[src/rtl/dca_matrix_lsu_arbiter.sv]
// dca_matrix_lsu_arbiter: round-robin share of one LSU instruction port, with
// an outstanding-ID FIFO that routes in-order LSU completions back to issuers.
module dca_matrix_lsu_arbiter #(
    parameter int NUM_REQ         = 2,
    parameter int BW_INST         = 32,
    parameter int MAX_OUTSTANDING = 4
) (
    input  logic                              clk,
    input  logic                              rst,
    input  logic                              clear,
    input  logic                              enable,
    input  logic [NUM_REQ-1:0]                req_inst_wvalid,
    output logic [NUM_REQ-1:0]                req_inst_wready,
    input  logic [NUM_REQ*BW_INST-1:0]        req_inst_wdata,
    output logic [NUM_REQ-1:0]                req_inst_done,
    output logic                              lsu_inst_wvalid,
    input  logic                              lsu_inst_wready,
    output logic [BW_INST-1:0]                lsu_inst_wdata,
    input  logic                              lsu_inst_done,
    output logic                              busy,
    output logic [$clog2(MAX_OUTSTANDING):0]  num_outstanding,
    output logic                              error_unexpected_done
);
    localparam int IW = (NUM_REQ > 1) ? $clog2(NUM_REQ) : 1;
    localparam int AW = $clog2(MAX_OUTSTANDING);
    localparam int CW = AW + 1;

    logic [IW-1:0] rr_q, rr_d, lock_idx_q, lock_idx_d, done_idx_q, done_idx_d;
    logic [IW-1:0] grant, low, hi, sel;
    logic          lock_q, lock_d, done_pending_q, done_pending_d, err_q, err_d;
    logic          hi_ok, can_issue, push, pop;
    logic [IW-1:0] fifo_q [MAX_OUTSTANDING];
    logic [AW-1:0] wr_q, wr_d, rd_q, rd_d;
    logic [CW-1:0] cnt_q, cnt_d;

    // Lowest valid at or above rr_ptr wins, else wrap to the lowest valid overall.
    always_comb begin
        low   = '0;
        hi    = '0;
        hi_ok = 1'b0;
        for (int i = NUM_REQ - 1; i >= 0; i--) begin
            if (req_inst_wvalid[i]) begin
                low = IW'(i);
                if (IW'(i) >= rr_q) begin
                    hi    = IW'(i);
                    hi_ok = 1'b1;
                end
            end
        end
        grant = lock_q ? lock_idx_q : (hi_ok ? hi : low);
    end

    assign can_issue       = enable & (cnt_q < CW'(MAX_OUTSTANDING)) & req_inst_wvalid[grant];
    assign sel             = can_issue ? grant : low;
    assign lsu_inst_wvalid = can_issue;
    assign lsu_inst_wdata  = req_inst_wdata[int'(sel)*BW_INST +: BW_INST];
    assign req_inst_wready = can_issue ? (NUM_REQ'(lsu_inst_wready) << grant) : '0;
    assign req_inst_done   = NUM_REQ'(done_pending_q) << done_idx_q;
    assign busy            = (cnt_q != '0) | (|req_inst_wvalid);
    assign num_outstanding = cnt_q;
    assign error_unexpected_done = err_q;

    assign push = lsu_inst_wvalid & lsu_inst_wready;
    assign pop  = lsu_inst_done & (cnt_q != '0);

    always_comb begin
        rr_d           = push ? ((grant == IW'(NUM_REQ - 1)) ? '0 : grant + 1'b1) : rr_q;
        lock_d         = push ? 1'b0 : (lsu_inst_wvalid | lock_q);
        lock_idx_d     = (lsu_inst_wvalid & ~lsu_inst_wready) ? grant : lock_idx_q;
        wr_d           = wr_q + AW'(push);
        rd_d           = rd_q + AW'(pop);
        cnt_d          = cnt_q + CW'(push) - CW'(pop);
        done_pending_d = pop;
        done_idx_d     = pop ? fifo_q[rd_q] : done_idx_q;
        err_d          = err_q | (lsu_inst_done & (cnt_q == '0));
    end

    always_ff @(posedge clk or posedge rst) begin
        if (rst) begin
            rr_q           <= '0;
            lock_q         <= 1'b0;
            lock_idx_q     <= '0;
            wr_q           <= '0;
            rd_q           <= '0;
            cnt_q          <= '0;
            done_pending_q <= 1'b0;
            done_idx_q     <= '0;
            err_q          <= 1'b0;
        end else if (clear) begin
            rr_q           <= '0;
            lock_q         <= 1'b0;
            lock_idx_q     <= '0;
            wr_q           <= '0;
            rd_q           <= '0;
            cnt_q          <= '0;
            done_pending_q <= 1'b0;
            done_idx_q     <= '0;
            err_q          <= 1'b0;
        end else begin
            rr_q           <= rr_d;
            lock_q         <= lock_d;
            lock_idx_q     <= lock_idx_d;
            wr_q           <= wr_d;
            rd_q           <= rd_d;
            cnt_q          <= cnt_d;
            done_pending_q <= done_pending_d;
            done_idx_q     <= done_idx_d;
            err_q          <= err_d;
        end
    end

    // FIFO storage needs no reset: occupancy is tracked by the pointers and count.
    always_ff @(posedge clk) begin
        if (push && !clear)
            fifo_q[wr_q] <= grant;
    end
endmodule

[config.mk]
export PLATFORM = sky130hd
export DESIGN_NAME = dca_matrix_lsu_arbiter
export DESIGN_NICKNAME = d
export VERILOG_FILES = /design/src/rtl/dca_matrix_lsu_arbiter.sv
export SDC_FILE = /design/constraint.sdc
export NUM_CORES = 1
export LEC_CHECK = 0
export CAP_MARGIN = 10
export CELL_PAD_IN_SITES_DETAIL_PLACEMENT = 1
export CELL_PAD_IN_SITES_GLOBAL_PLACEMENT = 1
export CORE_UTILIZATION = 26
export CTS_CLUSTER_SIZE = 8
export DETAILED_ROUTE_END_ITERATION = 7
export PLACE_DENSITY = 0.78
export SYNTH_ARGS = -nofsm -noshare
export SYNTH_HDL_FRONTEND = slang
export SYNTH_SLANG_ARGS = --single-unit
[constraint.sdc]
create_clock -name clk -period 2.6 [get_ports clk]
set_clock_uncertainty 0.15 [all_clocks]
set_input_delay 0.52 -clock clk [delete_from_list [all_inputs] [get_ports clk]]
set_output_delay 0.52 -clock clk [all_outputs]
set_load 0.01 [all_outputs]
# Yosys cells after proc, flatten, opt, wreduce, memory -nomap -nowiden
# Memory sizes are Yosys's and may differ from the RTL's.
# Index checks and enable logic that the tools add are counted.
[totals]
out_inout_bits = 42
memories = 1
mem_bits_rw = 4
reg_bits = 13
in_bits = 72
[op_classes]
n_lt_le_gt_ge = 4
bitwise_logic = 10
muxes = 30
reduce_logical = 8
n_shift = 3
add_sub_neg = 5
[memory_table]
columns = ["name", "words", "width", "rd", "rd_ports_with_merged_regs", "wr", "line_no", "source"]
rows = [
  ["fifo_q", 4, 1, 1, 0, 1, "32", "logic [IW-1:0] fifo_q [MAX_OUTSTANDING];"],
]
[ops]
columns = ["cell", "n"]
rows = [
  ["indexed part select 64 x 7 -> 32 bit", 1],
  ["two-way mux 1 bit", 26],
  ["AND 1 bit", 6],
  ["two-way mux 2 bit", 3],
  ["nonzero test 2 bit", 3],
  ["adder 2 x 1 -> 2 bit", 2],
  ["left shift 1 x 1 -> 2 bit", 2],
  ["adder 3 x 1 -> 3 bit", 1],
  ["zero test 3 bit", 1],
  ["< comparator 3 bit, second input constant", 1],
  ["two-way mux 3 bit", 1],
  ["bitwise OR 1 bit", 3],
  ["nonzero test 3 bit", 1],
  ["subtractor 3 x 1 -> 3 bit", 1],
  ["greater-or-equal comparator 1 bit, first input constant", 2],
  ["< comparator 1 x 2 -> 1 bit, second input constant", 1],
  ["OR reduction 2 bit", 1],
  ["adder 1 bit, second input constant", 1],
  ["logical AND 1 bit", 1],
  ["zero test 1 bit", 1],
  ["inverter 1 bit", 1],
]

# Depth between registers and ports, before layout
# Gate-level depths: netlist of run 1.
[depth]
word_depth = 14
ltp_mapped = 13
mapped_depth_nobuf = 12

# Worst setup path before layout of run 1
# OpenSTA, ideal clock, no wires.
[synth_path]
path_type = "input to register"
start = "input port req_inst_wvalid[0]"
end = "register cnt_q[2], in the netlist num_outstanding[2]"
path_slack_ns = -0.113
n_path_buf = 1
setup_time_ns = 0.086
path_stages = 13
arrival_ns = 2.477
cell_sequence = "buf_2 a21boi_1 o221ai_2 inv_2 nand2_1 ha_1 inv_1 ha_1 inv_1 fa_1 xor2_1 and2_1 nor3_1"
[synth_via]
elab_chain_cells = 10
[synth_rtl]
columns = ["element", "line_no", "source"]
rows = [
  ["from (decl)", "12", "input logic [NUM_REQ-1:0] req_inst_wvalid,"],
  ["two-way mux 1 bit", "42", "if (req_inst_wvalid[i]) begin"],
  ["two-way mux 1 bit (2 in a row)", "50", "grant = lock_q ? lock_idx_q : (hi_ok ? hi : low);"],
  ["two-way mux 1 bit (implied by the code) (*) (2 in a row)", "53", "assign can_issue = enable & (cnt_q < CW'(MAX_OUTSTANDING)) & req_inst_wvalid[grant];"],
  ["AND 1 bit (*)", "53", ""],
  ["named net lsu_inst_wvalid", "16", "output logic lsu_inst_wvalid,"],
  ["AND 1 bit (*)", "63", "assign push = lsu_inst_wvalid & lsu_inst_wready;"],
  ["adder 3 x 1 -> 3 bit (*)", "72", "cnt_d = cnt_q + CW'(push) - CW'(pop);"],
  ["subtractor 3 x 1 -> 3 bit (*)", "72", ""],
  ["two-way mux 3 bit (*)", "89", "end else if (clear) begin"],
  ["to (signal assigned)", "105", "cnt_q <= cnt_d;"],
  ["to (decl)", "34", "logic [CW-1:0] cnt_q, cnt_d;"],
]
# The timed path passes the listed nets; every way through them passes the cells marked *. The select of a mux whose other input is x is not followed.
# A chain may end at the register's enable or synchronous reset.

# Worst setup path in the final report of run 1
[layout_path]
start = "register lock_idx_q"
end = "output port lsu_inst_wvalid"
[layout_via]
elab_chain_cells = 4
[layout_rtl]
columns = ["element", "line_no", "source"]
rows = [
  ["from (decl)", "28", "logic [IW-1:0] rr_q, rr_d, lock_idx_q, lock_idx_d, done_idx_q, done_idx_d;"],
  ["from (signal assigned)", "102", "lock_idx_q <= lock_idx_d;"],
  ["two-way mux 1 bit", "50", ""],
  ["two-way mux 1 bit (implied by the code) (2 in a row)", "53", ""],
  ["AND 1 bit", "53", ""],
  ["to (decl)", "16", ""],
]
# Every way passes these cells. The select of a mux whose other input is x is not followed.

==> reports/results.ini, run 1 <==
[worst_setup_path]
cpPeakStageDelay_ps=470
worst_path_most_repeated_cell=buf_4
r2r_start=lock_q
r2r_end=num_outstanding[2]
crit_family=buffers and inverters
crit_chain=buf_4, o221ai_2, inv_2, buf_4, buf_4, clkdlybuf4s50_1
crit_path_start_kind=flip-flop
r2r.worst_path.cells=13
cp_data_arrival_time_ps=1860
reg2reg_slack_ps=70
critical_path.n_buffers_inverters=5
end_kind=output pin
critPathKind=flip-flop to output pin
worstPathMaxFanout=5
required_ps=1930
cp_slowest_cell=clkdlybuf4s50_1

[logic_synthesis]
synth.avg_cell_area_um2=8.08
ys_types=40
netlist_area_um2=1930
yosys_register_bits=17
synth-edff-count=4
async_flop_share_pct=76.5
synthFlopType=dfrtp_1
ys_warn_count=0
syn_inst=239
syn_nets=316
ys_seq_area_share_pct=23.1

[sta]
hold_viol_final=0
tns_ps=0
relSlewSlack_pct=64.0
fmax_mhz=395
slew_violations=0
period_share_pct=97.4
finalSetupViolations=0
worst_pin_slew_ps=539
timing.final.ws_setup_ps=66.6
min_period_ps=2530

[power]
pwr-share-comb_pct=62.9
clkPwrFrac_pct=12.7
total_power_w=0.00157
seq_power_share_pct=24.3
switching_power_w=0.000609
switching_share_pct=38.7
peakVddDrop_mv=0.219
p_per_area_nw_per_um2=454
power.leakage_nw=1.49
intPower_w=0.000965

[drt]
firstDrtPassIters=4
finalWirelength_um=7810
drc_errors=0
wire_per_inst_um=16.5
vias=2390
viasPerCell=5.05
antenna_left=0
drtIter0Drc=44

[final_layout]
postLayoutCoreUtil_pct=48.1
area_growth_pct=79.8
layout_commonest_cell=clkdlybuf4s50_1
diodes=0
final_layout_size_suffix_gt1_share_pct=35.8
nets=452
design_area_um2=3470
layout_common_cells=75 x clkdlybuf4s50_1, 66 x nand2_1, 34 x o211ai_1, 33 x buf_2

[die]
die_x_um=88.2
rows=31
core_um2=7210
initial_core_util_pct=26.8
ios=114
dieArea_um2=7770
die_h_um=88.2

[global_routing]
grt_remaining_overflow=0
grt_use_total_pct=18.8
antenna_found_initial=0
grt_pass1_wl_um=11600
grt_max_degree=28
grt_pass1_vias=2458

[place]
gp_congestion=0.774
preCtsSetupSlack_ps=-531
hpwl_um=5840
port_buffers=113
post_dp_cell_area_um2=3390

[hold_path]
min_to=error_unexpected_done
hold_depth=2
hp-class=flip-flop to flip-flop
worstHoldStart=error_unexpected_done

[clock_tree]
cts_inserted_buffers=3
cts-root-buf=clkbuf_8
cts_tree=yes
cts.clk_slew.worst_paths_ps=70
clk_path_buf_depth=2
clk_latency_ps=250
cts_hold_buf=0
clock-sinks=17
cts_max_level=1

[run]
drv_cap=0

[outcome]
outcome=finished clean

## repair_timing
action / in CTS / in global routing
endpoints found under the setup margin: 38 / 4
resized for setup: 146 / 21
pin swaps: 17 / 7
setup buffers: 4 / 7
## how the worst max path moves through the flow
| stage | start | cells after the start | endpoint |
|---|---|---|---|
| floorplan | req_inst_wvalid[0] | 13 | num_outstanding[2] |
| global placement | enable | 6 | lsu_inst_wdata[17] |
| detailed placement | req_inst_wvalid[0] | 13 | num_outstanding[2] |
| CTS | req_inst_wvalid[1] | 6 | busy |
| global route | lock_q | 13 | num_outstanding[2] |
| finish | lock_idx_q | 6 | lsu_inst_wvalid |
## power by group through the flow
stage	sequential [W]	clock [W]	combinational, W
floorplan	0.000374	0	0.000400
global placement	0.000369	0	0.000850
detailed placement	0.000376	0	0.000877
CTS	0.000375	0.000206	0.000887
global route	0.000392	0.000212	0.00107
finish	0.000383	0.000201	0.000991
## tightest hold or removal path: stages, from the launching register on
cell     delay (ps)
dfrtp_1         360
a21oi_1          60
nor2_1           80
## routing by layer
metal	GRT usage (%)	wire, um	share of wire (%)	up-vias
met5	0	0	0	-
met4	4.11	116	1.5	0
met3	2.36	323	4.1	10
met2	34.6	4190	54	71
met1	23.3	3180	41	1171
li1	-	-	-	1138
## kinds of logic after synthesis
kind of cell               share of synthesized area [%]
muxes                                               2.98
AOI/OAI and AO/OA                                   37.5
xor gates and xnor gates                            1.36
adders and majority gates                           3.63
DFF                                                 23.1
and+or+nand+nor                                     23.2
buffers and inverters                               8.23
## cell type report
class / count / area, um2
flip-flops and latches: 17 / 448
fillers: 859 / 3740
inverters: 11 / 41.3
repair buffers: 154 / 1370
clock buffers: 4 / 45.0
multi-input cells: 188 / 1450
well taps: 99 / 124
## registers in the layout, indices dropped and copies added, names as in the netlist
name,count
done_idx_q,1
done_pending_q,1
error_unexpected_done,1
fifo_q,4
lock_idx_q,1
lock_q,1
num_outstanding,3
rd_q,2
rr_q,1
wr_q,2
## Yosys cell counts, drive strengths merged (2+ instances only)
| master | number | area [um2] |
|---|---|---|
| inv | 11 | 41.3 |
| edfxtp | 4 | 120 |
| ha | 4 | 50.1 |
| and2 | 2 | 12.5 |
| o21a | 2 | 16.3 |
| nor4 | 2 | 12.5 |
| buf | 7 | 56.3 |
| dfrtp | 13 | 325 |
| o31ai | 2 | 15.0 |
| nand2 | 67 | 251 |
| nor2 | 10 | 37.5 |
| nand2b | 4 | 25.0 |
| nor3 | 3 | 15.0 |
| nor2b | 8 | 50.1 |
| xnor2 | 2 | 17.5 |
| mux2i | 2 | 20.0 |
| clkbuf | 16 | 61.3 |
| o211ai | 64 | 631 |
## metrics by stage
stage          instances  hold WS (ps)
2_1_floorplan        239           247
3_3_place_gp         458           327
3_5_place_dp         458           372
4_1_cts              466           387
5_1_grt              473           421
6_report             473           393
(Power assumes the default switching activity.)
==> inputs of run 2 (changes only) <==
CORE_UTILIZATION = 44   (was 26)
DONT_BUFFER_PORTS = 1   (was unset)
PLACE_DENSITY = 0.77   (was 0.78)
clock period = 2.76 ns   (was 2.6 ns; I/O delays follow)
==> run 2 against run 1 <==
  * Sequential share of layout area is 9.3 points higher
  * Global-route usage is 2.0 points higher
  * Worst hold slack worse by 330 ps
  * Die area is 40% lower
  * Setup slack better by 140 ps
  * Largest power group unchanged
==> reports/results.ini, run 2 (synthesis gave the netlist of run 1 again) <==
[worst_setup_path]
reg2reg_slack_ps=230  ; was 70 ps
end_kind=output pin  ; unchanged
r2r.worst_path.cells=12  ; was 13
required_ps=2060  ; was 1930 ps
worstPathMaxFanout=19  ; was 5
cp_data_arrival_time_ps=1850  ; was 1860 ps
critPathKind=flip-flop to output pin  ; unchanged
crit_path_start_kind=flip-flop  ; unchanged

[clock_tree]
cts_max_level=1  ; unchanged
clock-sinks=17  ; unchanged
cts-root-buf=clkbuf_8  ; unchanged
cts_tree=yes  ; unchanged
clk_latency_ps=250  ; about the same
clk_path_buf_depth=2  ; unchanged
cts.clk_slew.worst_paths_ps=70  ; about the same
cts_inserted_buffers=3  ; unchanged
cts_hold_buf=0  ; unchanged

[final_layout]
design_area_um2=2020  ; was 3470 um2
largest_reg_flops=4  ; unchanged
largest_register=fifo_q  ; unchanged
nets=306  ; was 452
final_layout_size_suffix_gt1_share_pct=23.2  ; was 35.8%
layout_commonest_cell=nand2_1  ; was clkdlybuf4s50_1
finalNonFillerCells=278  ; was 473
diodes=0  ; unchanged
area_growth_pct=4.41  ; was 79.8%
layout_common_cells=67 x nand2_1, 34 x o211ai_1, 30 x o211ai_2, 12 x dfrtp_1, 10 x nor2_1  ; was 75 x clkdlybuf4s50_1, 66 x nand2_1, 34 x o211ai_1, 33 x buf_2
fill_cells=504  ; was 859

[drt]
firstDrtPassIters=4  ; unchanged
wire_per_inst_um=18.6  ; was 16.5 um
drc_errors=0  ; unchanged
drtIter0Drc=42  ; was 44
vias=1767  ; was 2390
finalWirelength_um=5180  ; was 7810 um
viasPerCell=6.36  ; was 5.05
antenna_left=0  ; unchanged

[sta]
slew_violations=0  ; unchanged
finalSetupViolations=0  ; unchanged
min_period_ps=2550
tns_ps=0  ; unchanged
rsz0062_at_grt=false
timing.final.ws_setup_ps=209  ; was 66.6 ps
fmax_mhz=392
period_share_pct=92.4
hold_viol_final=0  ; unchanged
worst_pin_slew_ps=592  ; was 539 ps
relSlewSlack_pct=60.5  ; was 64.0%

[place]
place_inst=273  ; was 458
preCtsSetupSlack_ps=20.0  ; was -531 ps
hpwl_um=3760  ; was 5840 um
port_buffers=0  ; was 113
post_dp_cell_area_um2=1950  ; was 3390 um2
gp_congestion=0.713  ; was 0.774

[outcome]
outcome=finished clean  ; unchanged

[global_routing]
grt_pass1_wl_um=7400  ; was 11600 um
grt_use_total_pct=20.8  ; was 18.8%
grt_max_degree=39  ; was 28
grt_remaining_overflow=0  ; unchanged
grt_pass1_vias=1580  ; was 2458
antenna_found_initial=0  ; unchanged

[power]
peakVddDrop_mv=0.170  ; was 0.219 mV
power.leakage_nw=0.823  ; was 1.49 nW
p_per_area_nw_per_um2=496  ; was 454 nW/um2
total_power_w=0.000999  ; was 0.00157 W

[die]
core_um2=4120  ; was 7210 um2
rows=23  ; was 31
die_x_um=68.2  ; was 88.2 um
ios=114  ; unchanged
die_h_um=68.2  ; was 88.2 um
dieArea_um2=4660  ; was 7770 um2
initial_core_util_pct=46.9  ; was 26.8%

[hold_path]
hp-class=primary input to asynchronous set/reset pin  ; was flip-flop to flip-flop

[run]
drv_cap=0  ; unchanged

[run 2: cell types whose count changed in the layout (fill, tap and decap cells not counted), moves of 4 or more]
cell and delta:
clkdlybuf4s50_1 -75, buf_2 -33, buf_4 -23, buf_12 -6, buf_6 -4
[run 2: final timing paths]
check,end,startpoint
worst max-delay path,lsu_inst_wdata[23],lock_q
worst min-delay path,num_outstanding[1],rst
worst max register to register,num_outstanding[2],lock_idx_q
worst min register to register,done_idx_q,done_idx_q
max in group asynchronous,lock_q,rst
min in group clk,rr_q,clear
[run 2: cell type report]
type / instances / area [um2] / share of cell area, %
timing repair buffer: 8 / 72.6 / 3.60
clock buffer: 3 / 41.3 / 2.05
inverter: 11 / 41.3 / 2.05
multi-input combinational: 188 / 1350 / 66.8
tap: 50 / 62.6 / 3.10
sequential: 17 / 447 / 22.2
clock inverter: 1 / 5.00 / 0.248
[run 2: per-stage QoR]
step / utilization [%] / hold slack (ps)
global route: 49.0 / 95.1
floorplan: - / 279
global placement: 47.5 / 340
CTS: 48.6 / 68.3
detailed placement: 47.5 / 343
finish: 49.0 / 64.1
[run 2: critical path, cell delays in order, from the launching register on]
cell      delay (ps)
dfrtp_2          440
mux2i_4          250
o21a_2           530
buf_12           240
o211ai_2         130
[run 2: timing repair]
item                                    4_1_cts  5_1_grt
buffers inserted                              0        1
endpoints found under the setup margin        0        1
resized for setup                             0        3
[run 2: power by group]
group	internal [W]	total (W)	switching, W
clock network	0.000100	0.000187	0.0000864
registers	0.000302	0.000365	0.0000635
logic	0.000186	0.000447	0.000262
[run 2: routing by layer]
| metal | up-vias | wire length, um | global-route usage (%) |
|---|---|---|---|
| met5 | - | 0 | 0 |
| met4 | 0 | 14 | 4.69 |
| met3 | 2 | 300 | 4.00 |
| met2 | 67 | 2740 | 39.1 |
| met1 | 858 | 2130 | 23.8 |
| li1 | 840 | - | - |
